## src/rtl/banked_memory.sv

```systemverilog
// WIDTH x DEPTH data/scratch memory: two combinational read ports, one synchronous
// write port, a probe tap, a handshaked bulk-clear engine and a write-error flag.
module banked_memory #(
  parameter int WIDTH     = 8,
  parameter int DEPTH     = 32,
  parameter int INIT_IDX  = 1,
  parameter int INIT_VAL  = 1,
  parameter int PROBE_IDX = 15,
  localparam int AW       = $clog2(DEPTH)
) (
  input  logic             clk,
  input  logic             reset,
  input  logic             we,
  input  logic [AW-1:0]    waddr,
  input  logic [WIDTH-1:0] wdata,
  input  logic [AW-1:0]    raddr_a,
  output logic [WIDTH-1:0] rdata_a,
  input  logic [AW-1:0]    raddr_b,
  output logic [WIDTH-1:0] rdata_b,
  output logic [WIDTH-1:0] probe,
  input  logic             clr_req,
  output logic             busy,
  output logic             clr_done,
  output logic             wr_err,
  output logic [1:0]       dbg_state
);

  typedef enum logic [1:0] {
    IDLE  = 2'd0,
    CLEAR = 2'd1,
    DONE  = 2'd2
  } state_t;

  state_t            state_q, state_d;
  logic [AW-1:0]     cnt_q, cnt_d;
  logic [WIDTH-1:0]  mem [DEPTH];
  logic              wr_ok;
  logic              clr_wr;

  function automatic logic [WIDTH-1:0] img(input int idx);
    return (idx == INIT_IDX) ? WIDTH'(INIT_VAL) : '0;
  endfunction

  // Addresses at or beyond DEPTH exist when DEPTH is not a power of two.
  function automatic logic in_range(input logic [AW-1:0] a);
    return 32'(a) < DEPTH;
  endfunction

  // Clear handshake: clr_req is sampled only in IDLE and never queued; busy is high
  // for exactly the DEPTH clearing cycles, then clr_done pulses for one cycle.
  assign wr_ok  = we && (state_q == IDLE) && in_range(waddr);
  assign clr_wr = (state_q == CLEAR);

  always_comb begin
    state_d = state_q;
    cnt_d   = cnt_q;
    case (state_q)
      IDLE: begin
        if (clr_req) begin
          state_d = CLEAR;
          cnt_d   = '0;
        end
      end
      CLEAR: begin
        if (32'(cnt_q) == DEPTH - 1) state_d = DONE;
        else                         cnt_d   = cnt_q + AW'(1);
      end
      DONE:    state_d = IDLE;
      default: state_d = IDLE;
    endcase
  end

  always_ff @(posedge clk or negedge reset) begin
    if (!reset) begin
      state_q  <= IDLE;
      cnt_q    <= '0;
      busy     <= 1'b0;
      clr_done <= 1'b0;
      wr_err   <= 1'b0;
    end else begin
      state_q  <= state_d;
      cnt_q    <= cnt_d;
      busy     <= (state_d == CLEAR);
      clr_done <= (state_d == DONE);
      wr_err   <= we && !wr_ok;
    end
  end

  // A write accepted together with clr_req lands first; the clear then restores it.
  always_ff @(posedge clk or negedge reset) begin
    if (!reset) begin
      for (int i = 0; i < DEPTH; i++) mem[i] <= img(i);
    end else if (clr_wr) begin
      mem[cnt_q] <= img(32'(cnt_q));
    end else if (wr_ok) begin
      mem[waddr] <= wdata;
    end
  end

  assign rdata_a   = in_range(raddr_a) ? mem[raddr_a] : '0;
  assign rdata_b   = in_range(raddr_b) ? mem[raddr_b] : '0;
  assign probe     = mem[PROBE_IDX];
  assign dbg_state = state_q;

endmodule

```

## config.mk

```make
export PLATFORM = sky130hd
export DESIGN_NAME = banked_memory
export DESIGN_NICKNAME = d
export VERILOG_FILES = /design/src/rtl/banked_memory.sv
export SDC_FILE = /design/constraint.sdc
export NUM_CORES = 1
export LEC_CHECK = 0
export ABC_AREA = 1
export BUFFER_PORTS_ARGS = -buffer_cell sky130_fd_sc_hd__buf_2
export CORE_ASPECT_RATIO = 0.8
export CORE_MARGIN = 2
export CORE_UTILIZATION = 35
export DETAILED_ROUTE_END_ITERATION = 10
export GPL_TIMING_DRIVEN = 0
export SYNTH_ARGS = -nofsm -noshare
export SYNTH_HDL_FRONTEND = slang
export SYNTH_SLANG_ARGS = --single-unit
```

## constraint.sdc

```tcl
create_clock -name clk -period 3.2 [get_ports clk]
set_input_delay 0.48 -clock clk [delete_from_list [all_inputs] [get_ports clk]]
set_output_delay 0.48 -clock clk [all_outputs]
set_load 0.005 [all_outputs]
```

==> summary.md, run 1 <==
| Metric | Value |
|---|---|
| CP max stage cell | clkdlybuf4s15_1 |
| Max-cap violations | 0 |
| Most common cell on crit path | nand2_1 |
| DR iter-0 viols | roughly 2900 |
| Std cell rows | 72 |
| Initial antenna violation count | 1 |
| Placed instance area | 18250 um2 |
| Sum of routed wire length over all layers | 86.64 mm |
| Min Tclk post-route | 3.172 ns |
| CP cell instances | buf_2 -> inv_2 -> clkdlybuf4s15_1 -> nand3_1 -> nand3_1 -> nand2_1 -> nand2_1 -> nand2_1 -> nand2_1 -> nand2_1 -> buf_2 |
| Post-synthesis sequential element count | 266 |
| Avg WL per Cell | 26.12 um |
| Hold/Removal Path Class | in -> reg |
| Final hold violation count | 0 |
| DR vias | 19293 |
| Worst-margin pin slew | 0.9641 ns |
| Final Max Slew Viols | 0 |
| Worst Path Class, Setup | in -> out |
| Clock sinks | 266 |
| All-layer global routing usage | approximately 34% |
| Global-route wire length before repair | 123.2 mm |
| Critical path fanouts, max | 10 |
| Final antenna-violating net count | 0 |
| Vias in the first global route | 17416 |
| Largest net degree at the start of global routing | 121 |
| CTS buffer count | 31 |
| Slowest stage delay, CP | 0.78 ns |
| Grt total ovfl | 0 |
| RSZ-0062 raised after global routing | false |
| Root buf cell | clkbuf_16 |
| Crit path required time | 2.72 ns |
| Core Footprint | 48380 um2 |
| Mapped Cells | 2578 |
| Die height | 202.0 um |
| Skew final | ~0.02 ns |
| Reg clk slew, reported paths | 0.07 ns |
| Period utilization | 99.12% |
| Syn Std Cell Area | 17150 um2 |
| Final net count | about 2700 |
| H-Tree Depth | 1 |
| DR DRC count | 0 |
| Fraction of layout cells with a size suffix above 1 | about 12% |
| Die Wd | between 200 and 300 um |
| CTS tree | yes |
| Placed Instances | about 3300 |
| Sequential-to-total area share from yosys stat | between 30% and 40% |
| Most common cell after layout, fill and taps aside | nand2_1 |
| Syn Area/Cell | 6.654 um2 |
| N_diodes | 0 |
| Highest Clock Rate | 315.3 MHz |
| Critical path arrival | 2.69 ns |
| CP bufs+invs | 4 |
| Post-synthesis cell type count | 31 |
| Top delay family on crit path | buffers and inverters |
| Final Cell Area | just under 20000 um2 |
| Total chip power | 11650 uW |
| Slew margin rel. | 35.57% |
| Drt first pass iters | 8 |
| Buffers on Ports | 49 |
| Crit start category | input port |
| Via density | 5.816 |
| VDD IR max | ~0.42 mV |
| Syn nets | 2610 |
| Final setup vio count | 0 |
| CP endpoint kind | primary output |
| Area Overhead vs Synth | 12.25% |
| Synth warn | 0 |
| Layout Cells excl Fill | 3317 |
| Leakage power | between 0.009 and 0.01 uW |
| Post-DP HPWL | 64.29 mm |
| Outcome | finished, final reports clean |
| Pwr Density | just over 600 nW/um2 |
| Setup slack, reg-to-reg | 0.68 ns |
| Final TNS setup | 0 ns |
| Die area | 50810 um2 |
| Clk buf depth | 3 |
| Starting Density | approximately 35% |
| Io pins | 56 |
| Final GP Congestion | 1.023 |
| Most frequent cells in the layout | nand2_1 (1222), nand3_1 (529), dfrtp_1 (265) |
| Post-CTS Setup Bufs | 0 |
| Worst-Skew Late Latency | 0.63 ns |
-- power breakdown --
part           leakage (uW)  switching [uW]  internal, uW
sequential          0.00369             244          3530
clock              0.000463            1620          1890
combinational       0.00502            3390           962
total               0.00917            5260          6390
-- Yosys cell counts (all sizes together) --
cell | n | share of area, %
nor2 | 97 | 3.5
clkinv | 1 | 0.022
o21ai | 176 | 5.9
nor3b | 2 | 0.088
ha | 5 | 0.36
nand3 | 539 | 16
dfrtp | 265 | 39
buf | 106 | 3.7
nand4 | 16 | 0.58
a21oi | 9 | 0.33
inv | 66 | 1.5
o211ai | 7 | 0.82
nand2 | 1227 | 27
o22ai | 1 | 0.036
nor3 | 4 | 0.12
dfstp | 1 | 0.15
clkbuf | 56 | 1.2
-- per-stage QoR --
stage | setup WS (ns) | util (%) | hold WS, ns
after floorplan | 1.196 | - | 0.1844
after global placement | -3.459 | 37.59 | 0.4898
after detailed placement | -0.1189 | 37.73 | 0.3841
after CTS | 0.02169 | 39.76 | 0.1377
after global routing | 0.006566 | 39.80 | 0.1606
final | 0.02820 | 39.80 | 0.1497
-- worst reg2reg max path: stages (launching register included) --
cell and delay (ns):
dfrtp_1 0.41, ha_1 0.23, inv_1 0.08, clkbuf_1 0.58, nor3_1 0.11, ha_1 0.23, nor2_1 0.26, nor2_1 0.16
o21ai_0 0.18, nor3b_1 0.21
-- worst paths after layout --
check / from / endpoint / cells after the start
worst max-delay path: raddr_b[1] / rdata_b[1] / 11
worst min-delay path: we / wr_err / 3
worst max register to register: cnt_q[0] / cnt_q[3] / 9
worst min register to register: mem[88] / mem[88] / 2
max in group asynchronous: reset / mem[241] / 3
min in group asynchronous: reset / mem[39] / 2
-- timing repair --
action / CTS / global route
gates cloned: 0 / 0
setup endpoints to repair: 15 / 14
endpoints found under the hold margin: 34 / 0
gates resized for setup: 7 / 27
hold buffers: 1 / 0
pin swaps: 0 / 0
-- sequential cells by signal (all words and copies together) (netlist names) --
name       cells
cnt_q          5
mem          248
clr_done       1
dbg_state      2
probe          8
busy           1
wr_err         1
-- per-layer routing --
metal	share of wire [%]	GRT usage [%]
met2	41	48.00
met5	0	0
met3	12	8.010
met4	5.0	13.82
met1	42	48.65
-- final cells by class --
class	count	area (um2)
Clock buffer	47	875.8
Tap cell	629	787.0
Inverter	67	261.5
Multi-Input combinational cell	2083	9397
Buffer	162	875.8
Timing Repair Buffer	52	320.3
Clock inverter	11	81.33
Fill cell	5105	29120
Sequential cell	266	6658
-- logic make-up after synthesis --
group	Yosys count	share of synthesized area [%]
flip-flops	266	38.81
buffers and inverters	229	6.411
AND/OR/NAND/NOR	1885	47.31
adder cells (fa/ha/maj)	5	0.3647
AO/OA/AOI/OAI	193	7.104
Note: power is estimated with default switching activity, not from simulation.
==> run 2: changes to the inputs <==
--- a/config.mk
+++ b/config.mk
@@ -12,6 +12,7 @@
 export CORE_UTILIZATION = 35
 export DETAILED_ROUTE_END_ITERATION = 10
 export GPL_TIMING_DRIVEN = 0
+export REMOVE_ABC_BUFFERS = 1
 export SYNTH_ARGS = -nofsm -noshare
 export SYNTH_HDL_FRONTEND = slang
 export SYNTH_SLANG_ARGS = --single-unit
==> summary.md, run 2 (same netlist as run 1, synthesis figures left out) <==
| Metric | Value |
|---|---|
| Outcome | finished, violations left |
| Failing checks | negative setup slack |
| Critical path fanouts, max | 33 |
| RSZ-0062 raised after global routing | false |
| Worst-margin pin slew | 0.9819 ns |
| Post-CTS Setup Bufs | 0 |
| Starting Density | 35.46% |
| Largest net degree at the start of global routing | roughly 100 |
| CTS buffer count | 30 |
| Root buf cell | clkbuf_16 |
| RR Startpoint | dbg_state[0] |
| Max FFs per register | ~250 |
| Slew margin rel. | roughly 34% |
| Combinational share of power | 35.1% |
| Fraction of layout cells with a size suffix above 1 | 10.57% |
| Switching share of power | 42.96% |
| Final Max Slew Viols | 0 |
| CTS tree | yes |
| Final setup vio count | 1 |
| Core Footprint | 48380 um2 |
| Critical path arrival | 2.74 ns |
| Reg clk slew, reported paths | 0.07 ns |
| Via density | 5.720 |
| Final setup margin | -0.01838 ns |
| Final hold violation count | 0 |
| Grt total ovfl | 0 |
| Top reg by flops | mem |
| P_int | 6482 uW |
| Worst Path Class, Setup | in -> out |
| All-layer global routing usage | 26.74% |
| R2r endpoint | mem[103] |
| Vias in the first global route | 16500 |
| Pwr Density | 595.8 nW/um2 |
| Post-DP HPWL | 43.47 mm |
| Filler cells | 4961 |
| Clk buf depth | 3 |
| Leakage power | 0.008927 uW |
| Highest Clock Rate | 310.7 MHz |
| Std cell rows | 72 |
| Drt first pass iters | 7 |
| Seq pwr share | 33.0% |
| Worst-Skew Late Latency | 0.60 ns |
| DR iter-0 viols | 2811 |
| Min Tclk post-route | ~3.2 ns |
| Final net count | about 2600 |
| Setup slack, reg-to-reg | 0.19 ns |
| Period utilization | 100.6% |
| Clock network power share | 31.9% |
| Avg WL per Cell | 22.01 um |
| Io pins | between 50 and 60 |
| Global-route wire length before repair | between 100 and 150 mm |
| Switching power of the nets | 4881 uW |
| Final antenna-violating net count | 0 |
| Crit start category | input port |
| Initial antenna violation count | 7 |
| CP endpoint kind | primary output |
| Die Wd | 251.5 um |
| Buffers on Ports | 55 |
| Final GP Congestion | ~0.94 |
| Most common cell after layout, fill and taps aside | nand2_1 |
| Clock sinks | 266 |
| H-Tree Depth | 1 |
| Skew final | 0.02866 ns |
| Die area | 50810 um2 |
| Area Overhead vs Synth | 11.18% |
| Pre-CTS setup slack | -0.8115 ns |
| Total chip power | 11360 uW |
| DR vias | between 15000 and 20000 |
| Util after Layout | 39.42% |
| Hold Path Depth | 3 |
| DR DRC count | 0 |
| Max-cap violations | 0 |
| Die height | 202.0 um |
| Sum of routed wire length over all layers | ~70 mm |
| Hold/Removal Path Class | in -> reg |
| Most frequent cells in the layout | nand2_1 (1222), nand3_1 (528), dfrtp_1 (264) |
| Hold Path End | mem[183] |
| Crit path required time | 2.72 ns |
| Final TNS setup | -0.01838 ns |
| Hold_ws | between 0.2 and 0.25 ns |
| R2R depth | 8 |
| Hold wc startpoint | wdata[7] |
| VDD IR max | 0.4665 mV |
run 2: cell type report:
| type | instances | area (um2) | share of cell area [%] |
|---|---|---|---|
| Timing Repair Buffer | 74 | 815.8 | 4.277 |
| Timing Repair inverter | 1 | 11.26 | 0.05904 |
| Clock inverter | 9 | 75.07 | 0.3936 |
| Inverter | 67 | 320.3 | 1.679 |
| Tap cell | 629 | 787.0 | 4.126 |
| Antenna cell | 1 | 2.502 | 0.01312 |
| Clock buffer | 46 | 942.2 | 4.940 |
| Sequential cell | 266 | 6659 | 34.91 |
| Multi-Input combinational cell | 2083 | 9459 | 49.60 |
run 2: metal layers:
layer  global-route usage [%]  share of wire, %  vias to the layer above
li1                         -                 -                     8271
met1                    39.51                43                     8566
met2                    37.18                40                     1153
met3                    8.100                14                      168
met4                    7.717               3.2                       10
met5                        0             0.083                        -
run 2: worst max path at each step:
stage                            start    endpoint  slack (ns)  depth (start not counted)
after detailed placement  dbg_state[0]    mem[232]       -0.81                          7
after global routing        raddr_b[2]  rdata_b[4]        0.01                          9
after CTS                   raddr_b[0]  rdata_b[4]        0.02                         13
final                       raddr_a[2]  rdata_a[6]       -0.02                          9
after floorplan             raddr_a[0]  rdata_a[7]       -0.09                          9
after global placement      raddr_b[0]  rdata_b[5]       -4.98                         11
run 2: what timing repair did:
item	CTS	global route
gates resized for setup	10	13
endpoints found under the hold margin	80	0
hold buffers	1	0
setup endpoints to repair	262	25
gates cloned	2	2
run 2: through the flow:
step                instance area [um2]  cells
floorplan                         16320   2416
global placement                  17380   3100
detailed placement                17890   3116
CTS                               19010   3174
global route                      19070   3175
finish                            19070   3176
run 2: critical path, cell delays in order:
cell and delay [ns]:
buf_4 0.29, inv_2 0.75, nand3_1 0.41, nand2_1 0.14, nand2_1 0.06, nand2_1 0.11
nand2_1 0.06, nand2_1 0.22, buf_2 0.18
run 2: power by group through the flow:
stage | sequential, uW | combinational, uW | clock, uW
3_3_place_gp | 3790 | 3580 | 0
6_report | 3750 | 3980 | 3630
3_5_place_dp | 3800 | 3820 | 0
2_1_floorplan | 3720 | 2220 | 0
4_1_cts | 3740 | 3860 | 3670
5_1_grt | 3770 | 4230 | 3790
==> run 3: changes to the inputs <==
--- a/config.mk
+++ b/config.mk
@@ -7,7 +7,7 @@
 export LEC_CHECK = 0
 export ABC_AREA = 1
 export BUFFER_PORTS_ARGS = -buffer_cell sky130_fd_sc_hd__buf_2
-export CORE_ASPECT_RATIO = 0.8
+export CORE_ASPECT_RATIO = 1.2
 export CORE_MARGIN = 2
 export CORE_UTILIZATION = 35
 export DETAILED_ROUTE_END_ITERATION = 10
==> summary.md, run 3 (same netlist as run 1, synthesis figures left out) <==
| Metric | Value |
|---|---|
| DR DRC count | 0 |
| Max FFs per register | roughly 250 |
| Grt total ovfl | 0 |
| Area Overhead vs Synth | 11.09% |
| Starting Density | 35.57% |
| CTS tree | yes |
| CTS buffer count | 30 |
| Area occupied by multi-input gates | around 9500 um2 |
| Global-route wire length before repair | between 100 and 150 mm |
| Outcome | finished, final reports clean |
| Initial antenna violation count | 2 |
| Final hold violation count | 0 |
| DR iter-0 viols | 1904 |
| N_diodes | 0 |
| RSZ-0062 raised after global routing | false |
| Clk buf depth | 3 |
| Post-CTS Setup Bufs | 0 |
| H-Tree Depth | 1 |
| Die Wd | 206.1 um |
| Clock network power share | 32.9% |
| Final setup margin | 0.07009 ns |
| Die area | roughly 51000 um2 |
| Hold/Removal Path Class | in -> reg |
| VDD IR max | 0.4321 mV |
| Post-DP HPWL | ~42 mm |
| P_int | around 6600 uW |
| Highest Clock Rate | ~320 MHz |
| All-layer global routing usage | between 20% and 30% |
| FF+latch area | about 6700 um2 |
| Final TNS setup | 0 ns |
| Worst-margin pin slew | 1.012 ns |
| Worst Path Class, Setup | in -> out |
| Clock sinks | between 200 and 300 |
| Switching share of power | 41.83% |
| Critical path arrival | 2.65 ns |
| Core Footprint | 48230 um2 |
| Root buf cell | clkbuf_16 |
| Hold_ws | approximately 0.22 ns |
| Fraction of layout cells with a size suffix above 1 | a little over a tenth |
| Vias in the first global route | 16718 |
| Final antenna-violating net count | 0 |
| Skew final | around 0.018 ns |
| Via density | 5.614 |
| Min Tclk post-route | between 3 and 4 ns |
| Period utilization | a little over nine tenths |
| Layout Cells excl Fill | between 3000 and 4000 |
| Switching power of the nets | 4758 uW |
| Pre-CTS setup slack | -0.4082 ns |
| Final Max Slew Viols | 0 |
| Leakage power | 0.008926 uW |
| Critical path fanouts, max | 64 |
| DR vias | about 18000 |
| Std cell rows | 88 |
| Avg WL per Cell | just over 20 um |
| Crit start category | input port |
| Buffers on Ports | 55 |
| Die height | around 250 um |
| Top reg by flops | mem |
| Final setup vio count | 0 |
| Final net count | 2554 |
| CP endpoint kind | primary output |
| Sum of routed wire length over all layers | 65.31 mm |
| Pwr Density | 596.9 nW/um2 |
| Worst-Skew Late Latency | 0.59 ns |
| Max-cap violations | 0 |
| Largest net degree at the start of global routing | 100 |
| Placed Instances | 3118 |
| Reg clk slew, reported paths | 0.06 ns |
| Most common cell after layout, fill and taps aside | nand2_1 |
| Final GP Congestion | 0.9756 |
| Combinational share of power | 34.3% |
| Most frequent cells in the layout | nand2_1 (1222), nand3_1 (529), dfrtp_1 (264) |
| Drt first pass iters | 6 |
| Crit path required time | 2.72 ns |
| Io pins | 56 |
| Seq pwr share | 32.9% |
| Slew margin rel. | 32.55% |
| Filler cells | between 5000 and 6000 |
run 3: metrics by stage:
stage / total power, uW / util [%] / area [um2]
finish: 11370 / 39.51 / 19060
global route: 11830 / 39.51 / 19060
CTS: 11320 / 39.49 / 19050
detailed placement: 7585 / 37.16 / 17920
global placement: 7342 / 36.04 / 17380
floorplan: 5943 / - / 16320
run 3: final cells by class:
| type | count | area share, % |
|---|---|---|
| Clock buffer | 44 | 4.852 |
| Clock inverter | 10 | 0.6697 |
| Inverter | 67 | 1.582 |
| Multi-Input combinational cell | 2083 | 49.61 |
| Sequential cell | 266 | 34.94 |
| Tap cell | 630 | 4.137 |
| Timing Repair Buffer | 74 | 4.202 |
run 3: final timing paths:
kind / start / slack, ns / cells past startpoint / endpoint
worst max-delay path: raddr_b[1] / 0.07 / 10 / rdata_b[6]
worst min-delay path: we / 0.22 / 3 / wr_err
worst max register to register: dbg_state[0] / 0.33 / 8 / mem[168]
worst min register to register: mem[150] / 0.51 / 2 / mem[150]
max in group asynchronous: reset / 1.33 / 4 / dbg_state[0]
min in group asynchronous: reset / 0.55 / 2 / mem[137]
run 3: layer usage:
metal / up-vias / global-route usage [%] / routed length (um)
li1: 8251 / - / -
met1: 8439 / 33.80 / 26120
met2: 909 / 40.33 / 29830
met3: 215 / 3.413 / 5438
met4: 4 / 14.10 / 3894
met5: - / 0 / 24
run 3: power by group through the flow:
stage	combinational [uW]	clock [uW]	sequential, uW
final	3900	3740	3740
after global placement	3560	0	3780
after global routing	4190	3890	3760
after floorplan	2220	0	3720
after CTS	3830	3760	3730
after detailed placement	3800	0	3780
run 3: timing repair:
action	CTS	global route
cloned	1	1
endpoints found under the setup margin	176	13
hold buffers	1	0
gates resized for setup	11	4
endpoints found under the hold margin	20	0
run 3: critical path, stage by stage:
cell	delay, ns
buf_4	0.25
inv_4	0.74
nand3_1	0.15
nand3_1	0.19
nand2_1	0.10
nand2_1	0.07
nand2_1	0.13
nand2_1	0.12
nand2_1	0.13
buf_2	0.16
